$ cat src/rtl/fir_tdm.sv
// fir_tdm: time-multiplexed FIR filter with a single multiplier.
// A sample is accepted in IDLE. MAC then walks one tap per cycle.
// OUT holds the result until the downstream handshake.
// Optional macro FIR_TDM_SATURATE_EN: when defined, the shifted result
// saturates to the signed WIDTH range. When undefined, it wraps to the
// low WIDTH bits.
module fir_tdm #(
    parameter int WIDTH   = 8,
    parameter int TAPS    = 4,
    parameter int SHIFT_W = 5
) (
    input  logic                       clk,
    input  logic                       reset,
    input  logic                       enable,
    input  logic                       in_valid,
    output logic                       in_ready,
    input  logic signed [WIDTH-1:0]    data_in,
    output logic                       out_valid,
    input  logic                       out_ready,
    output logic signed [WIDTH-1:0]    data_out,
    input  logic                       coef_we,
    input  logic [$clog2(TAPS)-1:0]    coef_addr,
    input  logic signed [WIDTH-1:0]    coef_wdata,
    input  logic [SHIFT_W-1:0]         shift
);

    localparam int CW = $clog2(TAPS);
    localparam int PW = 2 * WIDTH;
    // Accumulator width: a full-width product plus clog2(TAPS) guard bits,
    // so that summing TAPS products cannot overflow.
    localparam int AW = PW + CW;
    localparam logic [CW-1:0] LAST_TAP = CW'(TAPS - 1);

    typedef enum logic [1:0] {
        IDLE = 2'd0,
        MAC  = 2'd1,
        OUT  = 2'd2
    } state_t;

    state_t                   r_state;
    state_t                   w_state_next;
    logic signed [WIDTH-1:0]  r_x    [TAPS];
    logic signed [WIDTH-1:0]  r_coef [TAPS];
    logic signed [AW-1:0]     r_acc;
    logic [CW-1:0]            r_tap;
    logic [SHIFT_W-1:0]       r_shift;
    logic signed [WIDTH-1:0]  r_data_out;
    logic                     r_out_valid;

    logic                     w_accept;
    logic signed [PW-1:0]     w_prod;
    logic signed [AW-1:0]     w_acc_sum;
    logic signed [WIDTH-1:0]  w_post;
`ifdef FIR_TDM_SATURATE_EN
    logic signed [AW-1:0]     w_shifted;
    localparam logic signed [AW-1:0] SAT_MAX = {{(AW-WIDTH+1){1'b0}}, {(WIDTH-1){1'b1}}};
    localparam logic signed [AW-1:0] SAT_MIN = {{(AW-WIDTH+1){1'b1}}, {(WIDTH-1){1'b0}}};
`endif

    // in_ready is forced low during reset so no sample can slip in.
    assign in_ready  = (r_state == IDLE) && enable && !reset;
    assign w_accept  = in_valid && in_ready;
    assign w_prod    = r_coef[r_tap] * r_x[r_tap];
    // The partial sum includes the current tap, so the last MAC cycle can
    // load data_out directly.
    assign w_acc_sum = r_acc + AW'(w_prod);
    assign out_valid = r_out_valid;
    assign data_out  = r_data_out;

    // Post-process the final sum: arithmetic shift, then saturate or wrap.
    always_comb begin
`ifdef FIR_TDM_SATURATE_EN
        w_shifted = w_acc_sum >>> r_shift;
        if (w_shifted > SAT_MAX) begin
            w_post = {1'b0, {(WIDTH-1){1'b1}}};
        end else if (w_shifted < SAT_MIN) begin
            w_post = {1'b1, {(WIDTH-1){1'b0}}};
        end else begin
            w_post = w_shifted[WIDTH-1:0];
        end
`else
        w_post = WIDTH'(w_acc_sum >>> r_shift);
`endif
    end

    // Next-state logic; dropping enable returns to IDLE from any state.
    always_comb begin
        w_state_next = r_state;
        if (!enable) begin
            w_state_next = IDLE;
        end else begin
            case (r_state)
                IDLE:    w_state_next = w_accept ? MAC : IDLE;
                MAC:     w_state_next = (r_tap == LAST_TAP) ? OUT : MAC;
                OUT:     w_state_next = out_ready ? IDLE : OUT;
                default: w_state_next = IDLE;
            endcase
        end
    end

    // State register.
    always_ff @(posedge clk) begin
        if (reset) begin
            r_state <= IDLE;
        end else begin
            r_state <= w_state_next;
        end
    end

    // Datapath: delay line, coefficients, accumulator, tap counter and output.
    always_ff @(posedge clk) begin
        if (reset) begin
            for (int k = 0; k < TAPS; k++) begin
                r_x[k]    <= '0;
                r_coef[k] <= '0;
            end
            r_acc       <= '0;
            r_tap       <= '0;
            r_shift     <= '0;
            r_data_out  <= '0;
            r_out_valid <= 1'b0;
        end else begin
            // Coefficient writes land only in IDLE. A write in the acceptance
            // cycle is therefore seen by that sample's first MAC cycle.
            if (coef_we && (r_state == IDLE)) begin
                r_coef[coef_addr] <= coef_wdata;
            end
            if (!enable) begin
                // Flush: clear the history and output, but keep the coefficients.
                for (int k = 0; k < TAPS; k++) begin
                    r_x[k] <= '0;
                end
                r_acc       <= '0;
                r_tap       <= '0;
                r_data_out  <= '0;
                r_out_valid <= 1'b0;
            end else begin
                case (r_state)
                    IDLE: begin
                        if (w_accept) begin
                            for (int k = 1; k < TAPS; k++) begin
                                r_x[k] <= r_x[k-1];
                            end
                            r_x[0]  <= data_in;
                            r_acc   <= '0;
                            r_tap   <= '0;
                            r_shift <= shift;
                        end
                    end
                    MAC: begin
                        r_acc <= w_acc_sum;
                        r_tap <= r_tap + {{(CW-1){1'b0}}, 1'b1};
                        if (r_tap == LAST_TAP) begin
                            r_data_out  <= w_post;
                            r_out_valid <= 1'b1;
                        end
                    end
                    OUT: begin
                        if (out_ready) begin
                            r_out_valid <= 1'b0;
                        end
                    end
                    default: begin
                        r_out_valid <= 1'b0;
                    end
                endcase
            end
        end
    end

endmodule

$ cat config.mk
export PLATFORM = sky130hd
export DESIGN_NAME = fir_tdm
export DESIGN_NICKNAME = d
export VERILOG_FILES = /design/src/rtl/fir_tdm.sv
export SDC_FILE = /design/constraint.sdc
export NUM_CORES = 1
export LEC_CHECK = 0
export ABC_AREA = 0
export ABC_CLOCK_PERIOD_IN_PS = 9200
export CORE_MARGIN = 1
export CORE_UTILIZATION = 25
export CTS_CLUSTER_DIAMETER = 120
export DETAILED_ROUTE_END_ITERATION = 7
export PLACE_DENSITY_LB_ADDON = 0.3
export REMOVE_ABC_BUFFERS = 1
export SKIP_CTS_REPAIR_TIMING = 1
export SYNTH_ARGS = -nofsm -noshare
export SYNTH_HDL_FRONTEND = slang
export SYNTH_SLANG_ARGS = --single-unit
$ cat constraint.sdc
create_clock -name clk -period 9.2 [get_ports clk]
set_input_delay 1.38 -clock clk [delete_from_list [all_inputs] [get_ports clk]]
set_output_delay 1.38 -clock clk [all_outputs]
set_load 0.05 [all_outputs]
; ---- Yosys cells after proc, flatten, opt, wreduce, memory -nomap -nowiden
; Memories as Yosys holds them, arrays and structs flattened. A register that Yosys moved wholly into a read port is not among the register bits.
; Index checks and enable logic that the tools add are counted.
[op_classes]
add_sub_neg = 2
mux = 39
eq_ne = 6
n_reduce_logical = 13
mul = 1
shifts = 1
bitwise_logic = 10
[ops]
columns = cell, count
row1 = 8-bit 2-to-1 mux, 9
row2 = 18-bit case mux with 2 select lines, 1
row3 = 18-bit by 16-bit adder with 18-bit output, 1
row4 = 18-bit 2-to-1 mux, 1
row5 = 18-bit by 5-bit >>> shifter with 8-bit output, 1
row6 = 1-bit 2-to-1 mux, 17
row7 = 8-bit by 8-bit multiplier with 16-bit output, 1
row8 = 2-bit 2-to-1 mux, 8
row9 = 1-bit bitwise OR, 8
row10 = 8-bit OR reduction, 1
row11 = "2-bit inequality test, second input constant", 3
row12 = 2-bit case mux with 3 select lines, 1
row13 = 3-bit AND reduction, 2
row14 = "2-bit == test, second input constant", 2
row15 = 1-bit logical AND, 4
row16 = 2-bit case mux with 2 select lines, 1
row17 = 2-bit AND reduction, 2
row18 = 1-bit case mux with 3 select lines, 1
row19 = "2-bit by 1-bit adder with 2-bit output, second input constant", 1
row20 = "2-bit by 1-bit == test with 1-bit output, second input constant", 1
row21 = 2-bit logical NOT, 1
row22 = 1-bit inverter, 2
row23 = 2-bit nonzero test, 1
row24 = 2-bit OR reduction, 1
row25 = 1-bit logical NOT, 1
[word_totals]
reg_bits = 36
inputBits = 29
ram_bits = 64
n_memories = 2
word_cells = 80
output_inout_bits = 10
[memory_table]
columns = memory, words, width, rd, rd_ports_with_merged_regs, write_ports, line_no
row1 = r_coef, 4, 8, 1, 1, 4, 43  ; logic signed [WIDTH-1:0] r_coef [TAPS];
row2 = r_x, 4, 8, 4, 1, 4, 42  ; logic signed [WIDTH-1:0] r_x [TAPS];

; ---- Logic depth before layout (Yosys ltp)
; Gate-level depths: netlist of the first run.
[logic_depth]
word_depth = 10
depth_mapped = 24
ltp_nobuf = 22

; ---- Worst setup path before layout of the first run
; OpenSTA, ideal clock, no wires.
[synth_timing]
kind = register -> register
start = reg with a tool-made name
end = reg r_data_out[7] (netlist: data_out[7])
n_path_buf = 2
synth_period_minus_slack_ns = 6.493
required_ns = 9.065
slack_ns = 2.707
arrival_ns = 6.357
path_stages_with_launch = 21
setup_ns = 0.135
cell_sequence = dfxtp_1 -> clkbuf_1 -> buf_2 -> mux2_2 -> o21ai_1 -> or2_2 -> fa_1 -> fa_1 -> inv_1 -> fa_1 -> fa_1 -> fa_1 -> ha_1 -> o21ai_0 -> a21o_1 -> a21boi_2 -> or3_4 -> and4_4 -> or4b_4 -> o221ai_2 -> o32ai_1
[synth_rtl]
columns = item, line_no
row1 = "end signal, assigned", 154  ; r_data_out <= w_post;
row2 = "end, declared", 47  ; logic signed [WIDTH-1:0] r_data_out;

==> metrics.md, run 1 <==
| Metric | Value |
|---|---|
| Ports | `39` |
| Core Box Area | `0.0328 mm2` |
| Leakage | `3.98 nW` |
| EDFF count, synth | `56` |
| CP arrival | `7.48 ns` |
| Final min period | `7.24 ns` |
| Worst-margin pin slew | `1.09 ns` |
| IO Port Bufs | `38` |
| Avg WL per Cell | `15.4 um` |
| Mapped Cells | `849` |
| Fillers | `3469` |
| Starting DRT DRC Count | `359` |
| Setup_tns | `0 ns` |
| Maximum vdd drop | `0.0865 mV` |
| Fin. max-slew vios | `0` |
| Synth cell types | `66` |
| Crit path max-delay family | `adder cells` |
| Area share of the largest cell type after synthesis | `20.0%` |
| Initial core utilization | `25.6%` |
| Count of final setup violators | `0` |
| Drt via density | `4.59` |
| Global route overflow | `0` |
| Total Routing Usage GR | `12.7%` |
| Power Dens Cells | `158 mW/mm2` |
| Die area | `0.0343 mm2` |
| Register area share after synthesis | `31.0%` |
| Die Wd | `185 um` |
| Post-detailed-route count of antenna-violating nets | `0` |
| Slew headroom | `27.3%` |
| Num rows | `66` |
| #FFs+latches synth | `102` |
| CTS tree | `yes` |
| Routability congestion estimate | `0.824` |
| Peak Freq | `138 MHz` |
| Min-Delay Path Depth | `2` |
| CTS sink cnt | `102` |
| Layout area overhead | `14.0%` |
| Post-DP HPWL | `15600 um` |
| Syn avg cell area | `9.89 um2` |
| RSZ-0062 raised after global routing | `false` |
| Final WS setup | `1.96 ns` |
| Initial antenna violation count | `0` |
| CTS Root Cell | `clkbuf_16` |
| Leading area contributor after synthesis | `edfxtp_1` |
| Startpoint types | `flip-flop` |
| Vias | `6066` |
| Clock Skews | `0.0128 ns` |
| CTS clk-pin slew, worst paths | `0.08 ns` |
| Worst r2r path cells | `18` |
| Hold Vio Cnt, Final | `0` |
| Placed Cells | `1305` |
| Hold WC Path Type | `flip-flop to flip-flop` |
| Critical path class | `flip-flop to flip-flop` |
| Ranking of synthesized cells by area | `edfxtp_1 20%, fa_1 19%, dfxtp_1 11%, and2_1 6.8%, ha_1 6.4%` |
| Worst skew pair latency | `0.36 ns` |
| First-pass GRT wire length | `33700 um` |
| Largest net degree at the start of global routing | `42` |
| Clk buf depth | `2` |
| Worst Path Buf+Inv | `2` |
| H-tree depth | `3` |
| Async SR Flop Fraction | `0%` |
| Fin nets | `1026` |
| Number of diodes | `0` |
| Final non-filler cell total | `1321` |
| Most common cell on crit path | `fa_1` |
| Vias in the first global route | `6176` |
| Post-route DRC | `0` |
| Mapped cell area | `0.00840 mm2` |
| Status | `complete, no violations` |
| Setup crit end kind | `flip-flop` |
| Layout cells sized above 1 | `7.28%` |
| Final core occ | `29.2%` |
| Slowest CP cell | `dfxtp_1` |
| Ys Warns | `0` |
| Die height | `185 um` |
| CP max stage delay | `0.84 ns` |
| Setup WS pre-CTS | `1.95 ns` |
| DRT Pass-1 Iters | `5` |
| CP Max Fanout | `11` |
| Max cap viols | `0` |
| Stages on worst setup path | `18` |
| Ys flop type | `edfxtp_1` |
| CP required | `9.44 ns` |
| Final clock period utilization by the worst path | `78.7%` |
| Total Wirelength | `20300 um` |
| Critical path cell sequence | `mux4_2 > and2_1 > inv_1 > fa_1 > inv_1 > fa_1 > fa_1 > fa_1 > fa_1 > ha_1 > a21o_1 > a21oi_2 > nand2_1 > a311oi_1 > nand2b_1 > or4b_4 > o221ai_2 > o32ai_1` |
| TritonCTS buffer count | `9` |
-- where the power goes --
group	switching (mW)	internal, mW
sequential	0.0113	0.499
clock	0.197	0.189
combinational	0.378	0.235
-- layout make-up --
| type | instances | area [um2] | share of cell area, % |
|---|---|---|---|
| multi-input cells | 614 | 5300 | 55.3 |
| flip-flops and latches | 102 | 2600 | 27.2 |
| well taps | 442 | 553 | 5.77 |
| repair buffers | 50 | 470 | 4.91 |
| inverters | 97 | 364 | 3.80 |
| clock buffers | 10 | 229 | 2.39 |
| clock inverters | 6 | 57.6 | 0.601 |
-- worst min-delay path, cell delays in order, from the launching register on --
cell	delay (ns)
dfxtp_1	0.32
nand2_1	0.05
a21oi_1	0.05
-- cells in the final DEF (no fill, tap or decap), types with 3 or more instances in the layout --
cell type and instances:
fa_1 80, xnor2_1 9, o221ai_1 4, mux4_2 17, nor2b_1 3, o22ai_1 6
nand2_1 91, a211oi_1 11, edfxtp_1 56, nor3_1 12, o21ai_1 3, and2_1 91
clkdlybuf4s50_1 38, nand2b_1 12, nor2_1 43, clkbuf_16 9, dfxtp_1 46, a21oi_1 43
mux2_2 3, a31oi_1 10, a221o_1 3, xor2_1 5, or3_1 3, nor4_1 4
or2_2 6, o21ai_0 24, buf_4 12, inv_1 97, ha_1 43, a21o_1 7
mux2i_1 10, nand3_1 22, and3_1 6
-- metal layers --
| layer | track usage [%] | part of all wire (%) |
|---|---|---|
| met5 | 0 | 0 |
| met4 | 3.34 | 1.1 |
| met3 | 1.55 | 2.2 |
| met2 | 21.3 | 50 |
| met1 | 17.2 | 47 |
-- final timing paths --
check,startpoint,to,slack [ns]
worst max register to register,flip-flop,data_out[7],1.96
worst max-delay path,flip-flop,data_out[7],1.96
worst min-delay path,out_valid,out_valid,0.46
worst min register to register,out_valid,out_valid,0.46
-- through the flow --
step	total power [mW]	hold slack, ns	area, um2
after floorplan	0.962	0.438	8260
after global placement	1.14	0.447	9290
after detailed placement	1.13	0.451	9290
after CTS	1.53	0.463	9580
after global routing	1.62	0.483	9580
final	1.51	0.458	9580
-- Yosys cell counts, types with 17 or more instances --
library cell  number
a21oi_1           43
and2_1            91
clkbuf_1          30
dfxtp_1           46
edfxtp_1          56
fa_1              80
ha_1              43
inv_1             97
mux4_2            17
nand2_1           91
nand3_1           22
nor2_1            43
o21ai_0           24
-- logic make-up (layout without fill, tap and decap cells) --
family	after synthesis	after routing	synth area share, %
buffers and inverters	133	163	5.97
muxes	30	30	6.15
and+or+nand+nor	306	306	18.7
xor gates and xnor gates	14	14	1.46
adders and majority gates	123	123	25.5
AOI/OAI and AO/OA	141	141	11.2
DFF	102	102	31.0
-- sequential cells by signal, summed over array words and instances (netlist names), named ones only --
name,flops
out_valid,1
r_tap,2
data_out,8
r_state,2
r_coef,32
r_shift,5
r_acc,18
r_x,32
(Power assumes the default switching activity.)
==> inputs of run 2 (changes only) <==
Settings changed: ABC_CLOCK_PERIOD_IN_PS 9200 to 6760.
Clock period 9.2 ns to 6.76 ns, I/O delays scaled along.
==> run 2 against run 1 <==
Compared with the run above: fmax is 14% higher; sequential share of layout area is 0.24 points lower; clock skew is 0.0011 ns lower; largest cell class unchanged; critical path depth stayed put; count of clock-buffer cells in the layout stayed put; flip-flop and latch count stayed put; cell count is 0.30% higher; die area stayed put; clock power is 50% higher; worst hold slack hardly changed; register-to-register slack worse by 1.5 ns; utilization is 0.26 points higher.
==> metrics.md, run 2 (synthesis gave the netlist of run 1 again) <==
| Metric | Value |
|---|---|
| Slew headroom | `29.3%` |
| Core Box Area | `0.0328 mm2` |
| Logic pwr share | `40.0%` |
| CP arrival | `6.58 ns` |
| Worst-margin pin slew | `1.06 ns` |
| CTS clk-pin slew, worst paths | `0.08 ns` |
| Vias | `6052` |
| Total Wirelength | `20300 um` |
| CTS Root Cell | `clkbuf_16` |
| Worst skew pair latency | `0.36 ns` |
| TritonCTS buffer count | `9` |
| R2r setup slk | `0.41 ns` |
| Leakage | `4.02 nW` |
| Setup WS pre-CTS | `0.372 ns` |
| Placed cell area | `0.00933 mm2` |
| IO Port Bufs | `38` |
| Hold Vio Cnt, Final | `0` |
| First-pass GRT wire length | `34100 um` |
| Fillers | `3479` |
| Power Dens Cells | `219 mW/mm2` |
| Total Routing Usage GR | `12.8%` |
| Post-detailed-route count of antenna-violating nets | `0` |
| Starting DRT DRC Count | `365` |
| Startpoint types | `flip-flop` |
| Clk buf depth | `2` |
| WHS | `0.458 ns` |
| Setup crit end kind | `flip-flop` |
| Initial core utilization | `25.6%` |
| CTS tree | `yes` |
| Die Wd | `185 um` |
| Ports | `39` |
| Peak Freq | `158 MHz` |
| Commonest non-fill, non-tap cell in the layout | `inv_1` |
| DRT Pass-1 Iters | `4` |
| Worst hold start | `out_valid` |
| Min-Delay Path Depth | `2` |
| Layout cells sized above 1 | `7.81%` |
| H-tree depth | `3` |
| Clk pwr share | `27.4%` |
| Avg WL per Cell | `15.3 um` |
| Critical path class | `flip-flop to flip-flop` |
| Setup_tns | `0 ns` |
| Met1 Usage GRT | `17.4%` |
| Switching pwr | `800 uW` |
| Routability congestion estimate | `0.823` |
| Critical R2R Capture | `data_out[7]` |
| Hold WC Path Type | `flip-flop to flip-flop` |
| Fin nets | `1030` |
| Maximum vdd drop | `0.135 mV` |
| Worst hold endpoint | `out_valid` |
| Most frequent cells in the layout | `97 x inv_1, 91 x nand2_1, 91 x and2_1` |
| Grt met3 use | `1.49%` |
| Max cap viols | `0` |
| Initial antenna violation count | `0` |
| Status | `complete, no violations` |
| Num rows | `66` |
| Drt via density | `4.57` |
| Layout area overhead | `15.1%` |
| Fin. max-slew vios | `0` |
| Worst r2r path cells | `18` |
| Clock Skews | `0.0118 ns` |
| Sw Ratio | `37.7%` |
| Seq pwr share | `32.7%` |
| Vias in the first global route | `6176` |
| CP required | `7.00 ns` |
| CTS sink cnt | `102` |
| Final min period | `6.35 ns` |
| CP Max Fanout | `17` |
| Post-route DRC | `0` |
| M2 GR Usage | `21.4%` |
| Design area | `0.00966 mm2` |
| Die height | `185 um` |
| Placed Cells | `1308` |
| Final clock period utilization by the worst path | `93.9%` |
| Pwr Total | `2.12 mW` |
| Final WS setup | `0.413 ns` |
| Gr busiest metal | `met2` |
| Number of diodes | `0` |
| Global route overflow | `0` |
| Count of final setup violators | `0` |
| Largest net degree at the start of global routing | `42` |
| RSZ-0062 raised after global routing | `false` |
| Final non-filler cell total | `1325` |
| Largest regs | `r_coef (32), r_x (32), r_acc (18)` |
| Internal Power | `1.32 mW` |
| Post-DP HPWL | `15600 um` |
| Final core occ | `29.5%` |
| Die area | `0.0343 mm2` |
run 2: changes by cell type in the layout (fill, tap and decap cells not counted), sizes merged:
cell / before / now
buf: 12 / 16
clkinvlp: 2 / 0
bufinv: 0 / 1
clkinv: 2 / 3
run 2: how the worst max path moves through the flow:
stage                         start          end
after floorplan           flip-flop  data_out[7]
after global routing      flip-flop  data_out[1]
final                     flip-flop  data_out[7]
after detailed placement  flip-flop  data_out[7]
after global placement    flip-flop  data_out[7]
after CTS                 flip-flop  data_out[7]
run 2: area by class of cell:
type | count | area [um2] | share of cell area (%)
sequential | 102 | 2600 | 26.9
multi-input combinational | 614 | 5300 | 54.8
clock inverter | 6 | 91.3 | 0.945
tap | 442 | 553 | 5.72
inverter | 97 | 364 | 3.77
clock buffer | 10 | 239 | 2.47
timing repair buffer | 54 | 513 | 5.31
run 2: power groups by stage:
| stage | Clock (mW) | Combinational (mW) | Sequential (mW) |
|---|---|---|---|
| 2_1_floorplan | 0 | 0.605 | 0.704 |
| 3_3_place_gp | 0 | 0.842 | 0.707 |
| 3_5_place_dp | 0 | 0.843 | 0.707 |
| 4_1_cts | 0.599 | 0.850 | 0.693 |
| 5_1_grt | 0.613 | 0.950 | 0.696 |
| 6_report | 0.580 | 0.847 | 0.692 |
run 2: worst max-delay path, stage by stage, from the launching register on:
cell	delay, ns
dfxtp_1	0.36
buf_12	0.19
mux4_2	0.61
or2_2	0.32
fa_1	0.45
fa_1	0.49
inv_1	0.05
fa_1	0.50
fa_1	0.44
fa_1	0.48
ha_1	0.35
a21o_1	0.19
a21oi_2	0.24
nand2_1	0.14
a311oi_1	0.48
nand2b_1	0.20
or4b_4	0.47
o221ai_2	0.16
o32ai_1	0.11
run 2: routing by layer:
| layer | part of all wire, % | routed length (um) |
|---|---|---|
| met1 | 47 | 9550 |
| met2 | 50 | 10100 |
| met3 | 2.3 | 469 |
| met4 | 1.1 | 218 |
| met5 | 0 | 0 |
==> inputs of run 3 (changes only) <==
Settings changed: REMOVE_ABC_BUFFERS 1 to unset.
==> run 3 against run 2 <==
Compared with the run above: flip-flop and latch count unchanged; routed wire length down 1.4%; clock power down 11%; critical endpoint unchanged.
==> metrics.md, run 3 (synthesis gave the netlist of run 1 again) <==
| Metric | Value |
|---|---|
| Total Wirelength | `20000 um` |
| Final non-filler cell total | `1324` |
| Fin nets | `1029` |
| Final clock period utilization by the worst path | `95.6%` |
| Power Dens Cells | `214 mW/mm2` |
| CP required | `6.99 ns` |
| Hold WC Path Type | `flip-flop to flip-flop` |
| Largest net degree at the start of global routing | `46` |
| Die height | `185 um` |
| Vias in the first global route | `6136` |
| Largest regs | `r_coef (32), r_x (32), r_acc (18)` |
| CTS tree | `yes` |
| Final core occ | `29.3%` |
| Met1 Usage GRT | `16.2%` |
| Status | `complete, no violations` |
| Fin. max-slew vios | `0` |
| Slew headroom | `28.3%` |
| Total Routing Usage GR | `12.4%` |
| Setup WS pre-CTS | `0.334 ns` |
| Number of diodes | `0` |
| Peak Freq | `155 MHz` |
| Worst skew pair latency | `0.36 ns` |
| CTS sink cnt | `102` |
| Ports | `39` |
| Layout area overhead | `14.5%` |
| Die Wd | `185 um` |
| Setup_tns | `0 ns` |
| Startpoint types | `flip-flop` |
| Vias | `6133` |
| Most common cell on crit path | `fa_1` |
| Leakage | `4.00 nW` |
| Worst Path Buf+Inv | `2` |
| Commonest non-fill, non-tap cell in the layout | `inv_1` |
| Worst-margin pin slew | `1.07 ns` |
| Initial core utilization | `25.6%` |
| RSZ-0062 raised after global routing | `false` |
| Gr busiest metal | `met2` |
| CTS Root Cell | `clkbuf_16` |
| CP arrival | `6.69 ns` |
| Post-route DRC | `0` |
| Crit path max-delay family | `adder cells` |
| H-tree depth | `3` |
| Pwr Total | `2.06 mW` |
| Fillers | `3474` |
| Die area | `0.0343 mm2` |
| Final min period | `6.46 ns` |
| Post-detailed-route count of antenna-violating nets | `0` |
| CTS clk-pin slew, worst paths | `0.07 ns` |
| Synth Net Count | `1001` |
| Placed cell area | `0.00933 mm2` |
| IO Port Bufs | `38` |
| Slowest CP cell | `mux4_2` |
| Clock Skews | `0.00932 ns` |
| Count of final setup violators | `0` |
| Most frequent cells in the layout | `97 x inv_1, 91 x nand2_1, 91 x and2_1` |
| Maximum vdd drop | `0.127 mV` |
| Global route overflow | `0` |
| Routability congestion estimate | `0.833` |
| Avg WL per Cell | `15.1 um` |
| TritonCTS buffer count | `9` |
| First-pass GRT wire length | `33000 um` |
| Clk buf depth | `2` |
| CP Max Fanout | `17` |
| Critical path cell sequence | `buf_12 > mux4_2 > or2_2 > fa_1 > fa_1 > inv_1 > fa_1 > fa_1 > fa_1 > ha_1 > a21o_1 > a21oi_2 > nand2_1 > a311oi_1 > nand2b_1 > or4b_4 > o221ai_2 > o32ai_1` |
| Layout cells sized above 1 | `7.71%` |
| Post-DP HPWL | `15300 um` |
| Core Box Area | `0.0328 mm2` |
| Design area | `0.00962 mm2` |
| Hold Vio Cnt, Final | `0` |
| Critical path class | `flip-flop to flip-flop` |
| Max cap viols | `0` |
| WHS | `0.472 ns` |
| Grt met3 use | `1.40%` |
| Final WS setup | `0.299 ns` |
| Placed Cells | `1308` |
| Setup crit end kind | `flip-flop` |
| M2 GR Usage | `21.4%` |
| CP max stage delay | `0.64 ns` |
| Num rows | `66` |
| Drt via density | `4.63` |
| DRT Pass-1 Iters | `5` |
| Starting DRT DRC Count | `372` |
| Initial antenna violation count | `0` |
-- run 3: power breakdown --
group / leakage [nW] / internal (mW) / switching [mW] / total (mW)
sequential: 0.975 / 0.678 / 0.0148 / 0.693
clock: 0.138 / 0.258 / 0.261 / 0.518
combinational: 2.88 / 0.334 / 0.513 / 0.847
-- run 3: path summary, 6_finish.rpt --
kind	from	to	slack, ns	cells after the start
worst max-delay path	flip-flop	data_out[7]	0.30	18
worst min-delay path	r_acc[2]	r_acc[2]	0.47	2
worst max register to register	flip-flop	data_out[7]	0.30	18
worst min register to register	r_acc[2]	r_acc[2]	0.47	2
-- run 3: area by class of cell --
class,instances,area [um2],share of cell area [%]
Timing Repair Buffer,53,505,5.26
Tap cell,442,553,5.75
Inverter,97,364,3.79
Multi-Input combinational cell,614,5310,55.2
Sequential cell,102,2600,27.1
Clock inverter,6,57.6,0.598
Clock buffer,10,229,2.38
-- run 3: worst min-delay path, stage by stage (launching register included) --
cell     delay (ns)
dfxtp_1        0.31
nand3_1        0.06
a21oi_1        0.05
-- run 3: metal layers --
layer,share of wire (%),wire [um],vias to the layer above
li1,-,-,2950
met4,1.2,244,0
met2,51,10300,95
met1,45,8980,3077
met5,0,0,-
met3,2.5,501,11
